[config.mk]
export PLATFORM = sky130hd
export DESIGN_NAME = seq_match_monitor
export DESIGN_NICKNAME = d
export VERILOG_FILES = /design/src/rtl/seq_match_monitor.sv
export SDC_FILE = /design/constraint.sdc
export NUM_CORES = 1
export LEC_CHECK = 0
export ABC_AREA = 1
export BUFFER_PORTS_ARGS = -buffer_cell sky130_fd_sc_hd__buf_2
export CAP_MARGIN = 10
export CORE_UTILIZATION = 57
export DETAILED_ROUTE_END_ITERATION = 10
export HOLD_SLACK_MARGIN = 0.1
export PLACE_DENSITY = 0.82
export SETUP_SLACK_MARGIN = 0.3
export SYNTH_ARGS = -nofsm -noshare
export SYNTH_HDL_FRONTEND = slang
export SYNTH_SLANG_ARGS = --single-unit
export TNS_END_PERCENT = 20
[constraint.sdc]
create_clock -name clk -period 3.3 [get_ports clk]
set_clock_uncertainty 0.1 [all_clocks]
set_input_delay 0.165 -clock clk [delete_from_list [all_inputs] [get_ports clk]]
set_output_delay 0.165 -clock clk [all_outputs]
set_load 0.02 [all_outputs]
[src/rtl/seq_match_monitor.sv]
// Match-pulse monitor: saturating lifetime count plus tumbling-window threshold alarm.
// Define SEQ_MON_STICKY_ALARM_EN to keep alarm set until clr or reset.
module seq_match_monitor #(
  parameter int CNT_W   = 8,
  parameter int WIN_LEN = 16,
  parameter int THRESH  = 3,
  parameter int WIN_W   = 5
) (
  input  logic             clk,
  input  logic             reset_n,
  input  logic             enable,
  input  logic             clr,
  input  logic             det_in,
  output logic [CNT_W-1:0] total_cnt,
  output logic             overflow,
  output logic [WIN_W-1:0] win_cnt,
  output logic             window_done,
  output logic             alarm,
  output logic             alarm_pulse
);

  localparam int IDX_W = (WIN_LEN > 2) ? $clog2(WIN_LEN) : 1;
  localparam logic [IDX_W-1:0] LAST_IDX = IDX_W'(WIN_LEN - 1);
  localparam logic [WIN_W:0]   THRESH_V = (WIN_W + 1)'(THRESH);

  typedef enum logic {
    IDLE = 1'b0,
    MON  = 1'b1
  } state_t;

  state_t           state, state_nxt;
  logic [IDX_W-1:0] cyc_idx, idx_nxt, idx_cur;
  logic [WIN_W-1:0] win_nxt, win_cur;
  logic [CNT_W-1:0] total_nxt;
  logic             ovf_nxt;
  logic             alarm_nxt;
  logic             done_nxt;
  logic             pulse_nxt;
  logic [WIN_W:0]   eval;

  always_ff @(posedge clk or negedge reset_n) begin
    if (!reset_n) begin
      state       <= IDLE;
      cyc_idx     <= '0;
      total_cnt   <= '0;
      overflow    <= 1'b0;
      win_cnt     <= '0;
      window_done <= 1'b0;
      alarm       <= 1'b0;
      alarm_pulse <= 1'b0;
    end else begin
      state       <= state_nxt;
      cyc_idx     <= idx_nxt;
      total_cnt   <= total_nxt;
      overflow    <= ovf_nxt;
      win_cnt     <= win_nxt;
      window_done <= done_nxt;
      alarm       <= alarm_nxt;
      alarm_pulse <= pulse_nxt;
    end
  end

  // An edge with enable high is a monitored cycle; the edge leaving IDLE is cycle 0
  // of a fresh window, so position and count are taken as zero coming out of IDLE.
  always_comb begin
    state_nxt = enable ? MON : IDLE;
    idx_nxt   = cyc_idx;
    total_nxt = total_cnt;
    ovf_nxt   = overflow;
    win_nxt   = win_cnt;
    alarm_nxt = alarm;
    done_nxt  = 1'b0;
    pulse_nxt = 1'b0;
    idx_cur   = (state == IDLE) ? '0 : cyc_idx;
    win_cur   = (state == IDLE) ? '0 : win_cnt;
    eval      = {1'b0, win_cur} + (WIN_W + 1)'(det_in);

    if (clr) begin
      total_nxt = '0;
      ovf_nxt   = 1'b0;
      win_nxt   = '0;
      idx_nxt   = '0;
      alarm_nxt = 1'b0;
    end else if (!enable) begin
      win_nxt = '0;
      idx_nxt = '0;
    end else begin
      if (det_in) begin
        if (total_cnt == '1) begin
          ovf_nxt = 1'b1;
        end else begin
          total_nxt = total_cnt + 1'b1;
        end
      end

      if (idx_cur == LAST_IDX) begin
        win_nxt  = '0;
        idx_nxt  = '0;
        done_nxt = 1'b1;
        if (eval >= THRESH_V) begin
          alarm_nxt = 1'b1;
          pulse_nxt = ~alarm;
        end else begin
`ifdef SEQ_MON_STICKY_ALARM_EN
          alarm_nxt = alarm;
`else
          alarm_nxt = 1'b0;
`endif
        end
      end else begin
        win_nxt = eval[WIN_W-1:0];
        idx_nxt = idx_cur + 1'b1;
      end
    end
  end

endmodule

Yosys cells after proc, flatten, opt, wreduce, memory -nomap -nowiden
Index checks and enable logic that the tools add are counted.
- bits in registers: 22
- latch bits: 0
- bits in writable memories: 0
- bits in read-only memories: 0
- input port bits: 5
- output and inout port bits: 17
- logic and storage cells: 51
- memories: 0
- add/sub/neg operators: 3
- multipliers: 0
- divide/modulo/power cells: 0
- magnitude comparators: 1
- eq/ne operators: 3
- shifts and indexed selects: 0
- mux-type cells: 28
- bitwise logic cells: 1
- reduce and logical (&&, ||, !) cells: 7
- operators by type and width (operator ; number):
    two-way mux 8 bit ; 4
    two-way mux 5 bit ; 4
    two-way mux 1 bit ; 16
    two-way mux 4 bit ; 4
    adder 8 x 1 -> 8 bit (second input constant) ; 1
    equality test 8 bit (second input constant) ; 1
    nonzero test 2 bit ; 4
    adder 5 x 1 -> 6 bit ; 1
    greater-or-equal comparator 6 x 2 -> 1 bit (second input constant) ; 1
    AND reduction 3 bit ; 2
    adder 4 x 1 -> 4 bit (second input constant) ; 1
    equality test 4 bit (second input constant) ; 1
    != test 2 bit (second input constant) ; 1
    AND reduction 2 bit ; 1
    inverter 1 bit ; 1

Longest topological paths before layout
- word-level depth: 7
- depth in mapped cells: 12
- depth with buffers taken out: 11

Least setup slack after synthesis
OpenSTA, ideal clock, no wires.
- path type: register -> register
- from: register state
- to: register alarm
- setup time: 0.121 ns
- data arrival time: 1.416 ns
- data required time: 3.079 ns
- slack: 1.663 ns
- cell stages (with the launch flop): 12
- path buffers: 1
- period minus slack after synthesis: 1.637 ns
- cells stage by stage: dfrtp_1 > buf_4 > nand2_1 > inv_1 > ha_1 > ha_1 > nand2_1 > inv_1 > nor2_1 > nand4_1 > nand2_1 > nand2_1
- word-level cells in the longest chain between the ends: 7
- elaborated cells on any way between the ends: 11
- those cells by class: add/sub (1); order compare (1); eq/ne (1); mux (6); reduce/logical (2)
- ends and longest elaborated chain (item ; line ; text):
    from (decl) ; 31 ; state_t state, state_nxt;
    from (signal assigned) ; 52 ; state <= state_nxt;
    two-way mux 5 bit ; 75 ; win_cur = (state == IDLE) ? '0 : win_cnt;
    adder 5 x 1 -> 6 bit ; 76 ; eval = {1'b0, win_cur} + (WIN_W + 1)'(det_in);
    greater-or-equal comparator 6 x 2 -> 1 bit ; 100 ; if (eval >= THRESH_V) begin
    two-way mux 1 bit ; 100 ;
    two-way mux 1 bit ; 96 ; if (idx_cur == LAST_IDX) begin
    two-way mux 1 bit ; 84 ; end else if (!enable) begin
    two-way mux 1 bit ; 78 ; if (clr) begin
    to (signal assigned) ; 58 ; alarm <= alarm_nxt;
    to (decl) ; 18 ; output logic alarm,
Parallel ways exist; a longest one is shown, timed or not. The select of a mux whose other input is x is not followed.
A chain may end at the register's enable or synchronous reset.

Final worst setup path
- from: register state
- to: register alarm_pulse
- word-level cells in the longest chain between the ends: 7
- elaborated cells on any way between the ends: 9
- those cells by class: add/sub (1); order compare (1); eq/ne (1); mux (6)
- ends and longest elaborated chain (item ; line ; text):
    two-way mux 5 bit ; 75 ;
    adder 5 x 1 -> 6 bit ; 76 ;
    greater-or-equal comparator 6 x 2 -> 1 bit ; 100 ;
    two-way mux 1 bit ; 100 ;
    two-way mux 1 bit (*) ; 96 ;
    two-way mux 1 bit (*) ; 84 ;
    two-way mux 1 bit (*) ; 78 ;
    via pulse_nxt ; 38 ; logic pulse_nxt;
    to (signal assigned) ; 59 ; alarm_pulse <= pulse_nxt;
    to (decl) ; 19 ; output logic alarm_pulse
The timed path passes the listed nets; every way through them passes the cells marked *.

==> out/metrics.yaml <==
drc: 0
postCtsResizedCells: 0
reg2reg_to: "alarm_pulse"
grt_max_degree: 23
finalWeightedCongestion: 0.828
outcome: "finished clean"
timing.final.crit_share_pct: 54.2
cap_violations: 0
fp.dieH_um: 47.2
start_util_pct: 63.9
timing.slew.headroom_pct: 68.0
yosys.area.top_type: "dfrtp_1"
dr.pass1.iters: 4
p_int_w: 0.000407
multi_input_area_um2: 507
reg2reg_from: "state"
cts.htree.levels: 1
regArea_um2: 551
powerDensity_mw_per_mm2: 379
viasPerCell: 5.07
yosys.area.top_type_share_pct: 47.3
filler_cell_count: 154
diodes: 0
synth_cell_type_count: 25
grt_pass1_vias: 969
critPathRequiredTime_ns: 3.46
max_freq_mhz: 559
clk_pin_slew_ns: 0.13
switching_power_w: 0.000114
cts_made_buffers: 3
clockBufferDepth: 2
grtUsageTotal_pct: 26.7
cts.sinks: 22
cp.arrival_ns: 1.95
cp_max_fo: 10
ys_seq_area_share_pct: 47.3
leakagePower_nw: 0.785
worst-slew-pin-transition_ns: 0.479
wirelength_mm: 2.42
fin_setup_tns_ns: 0
r2r_cells: 10
setup.worst_path.end_class: "register"
antenna_found_initial: 0
dieArea_mm2: 0.00223
final_max_slew_viol_count: 0
fin_nets: 184
cp-start-kind: "register"
critical_path.endpoint: "alarm_pulse"
critPathLaunch: "state"
combPwrFrac_pct: 7.1
critPathKind: "register to register"
synth_fp_nets: 156
port_buffers: 21
drt_iter0_markers: 21
drive_above_1_share_pct: 19.0
yosys_warnings: 0
grt_pass1_wl_mm: 4.03
coreArea_mm2: 0.00182
ant_nets: 0
rows: 15
cts_tree: "yes"
final_cell_mix: "nand2_1, inv_1, dfrtp_1"
overflow: 0
cts-root-buf: "clkbuf_4"
syn-cell-area_mm2: 0.00116
routedWlPerCell_um: 12.1
p_seq_share_pct: 53.1
p_sw_share_pct: 21.9
area_growth_pct: 18.2
ir_drop_mv: 0.274
clkPwrFrac_pct: 39.7
power_w: 0.000521
layout_commonest_cell: "nand2_1"
synth.avg_cell_area_um2: 7.92
rsz0062_at_grt: "false"
synth_cells: 147
dr_total_vias: 1008
netlist_top_cells_area: "dfrtp_1, nand2_1, inv_1"
clk_latency_ns: 0.31
finalSetupViolCount: 0
io_pins: 22
ys_ff_latch: 22
die_x_um: 47.2
worst-r2r-setup-slack_ns: 1.51
dp_hpwl_mm: 1.72
hold_viol: 0
hp-class: "input pin to register"
min_period_ns: 1.79
registers in the layout (all words and copies together) (netlist names):
signal	count
state	1
alarm_pulse	1
cyc_idx	4
overflow	1
win_cnt	5
window_done	1
alarm	1
total_cnt	8
layer usage:
layer | share of wire (%) | wire length [µm] | vias to the layer above | global-route usage (%)
li1 | - | - | 509 | -
met5 | 0 | 0 | - | 0
met4 | 1.3 | 31 | 0 | 12.0
met3 | 2.1 | 50 | 4 | 2.31
met1 | 41 | 984 | 472 | 30.3
met2 | 56 | 1350 | 23 | 50.3
kinds of logic (layout without fill, tap and decap cells):
group | count (synthesis) | in the layout | share of synthesized area, %
buffers and inverters | 26 | 53 | 9.14
adders and majority gates | 4 | 4 | 4.30
AOI/OAI and AO/OA | 12 | 12 | 5.91
and+or+nand+nor | 79 | 79 | 30.3
DFF | 22 | 22 | 47.3
xor gates and xnor gates | 4 | 4 | 3.01
synthesized netlist by cell type:
master,count
nand3_2,1
o21a_1,1
xnor2_1,1
nor2_2,1
o21ai_0,4
dfrtp_1,22
o211ai_1,1
nor2_4,1
nor2_1,17
inv_1,23
nor3_1,2
nand4_1,2
nand2_4,2
o21ai_2,1
nand2_2,1
nand3_1,9
o21ai_1,3
clkinv_4,1
clkinv_1,1
buf_4,1
nand2_1,42
ha_1,4
a21oi_1,2
nand3b_1,1
xor2_1,3
power groups by stage:
stage          clock, W  sequential [W]  combinational [W]
2_1_floorplan         0        0.000283          0.0000187
3_3_place_gp          0        0.000282          0.0000336
3_5_place_dp          0        0.000282          0.0000344
4_1_cts        0.000213        0.000277          0.0000372
5_1_grt        0.000220        0.000278          0.0000425
6_report       0.000207        0.000277          0.0000372
layout make-up:
class | count | share of cell area (%)
flip-flops and latches | 22 | 40.0
multi-input cells | 99 | 36.9
repair buffers | 24 | 9.83
inverters | 25 | 7.19
well taps | 25 | 2.27
clock inverters | 1 | 2.18
clock buffers | 3 | 1.64
critical path, cell delays in order, from the launching register on:
cell and delay, ns:
dfrtp_1 0.53, nand2_1 0.08, inv_1 0.06, ha_1 0.16, ha_1 0.20, nand2_1 0.08
o21ai_0 0.16, nand2_1 0.10, nand4_1 0.10, nand2_1 0.07, nor2_1 0.08
what timing repair did:
item | CTS | global route
buffers inserted | 0 | 0
hold endpoints to repair | 28 | 0
hold buffers | 3 | 0
through the flow:
stage | utilization (%) | worst slack [ns] | cells | hold slack [ns] | cell area [µm²]
2_1_floorplan | - | 1.66 | 147 | -0.231 | 1160
6_report | 75.5 | 1.51 | 199 | 0.162 | 1380
3_5_place_dp | 71.0 | 1.57 | 192 | 0.0528 | 1290
5_1_grt | 75.5 | 1.28 | 199 | 0.189 | 1380
3_3_place_gp | 71.0 | 1.62 | 192 | 0.0519 | 1290
4_1_cts | 75.5 | 1.53 | 199 | 0.156 | 1380
worst min-delay path by stage:
stage	startpoint	end	slack (ns)	cells past startpoint
after floorplan	reset_n	alarm	-0.23	0
after global placement	reset_n	win_cnt[2]	0.05	1
after detailed placement	reset_n	win_cnt[2]	0.05	1
after CTS	det_in	overflow	0.16	4
after global routing	det_in	win_cnt[0]	0.19	4
final	det_in	overflow	0.16	4
No activity file was read; power rests on OpenSTA's default activity.
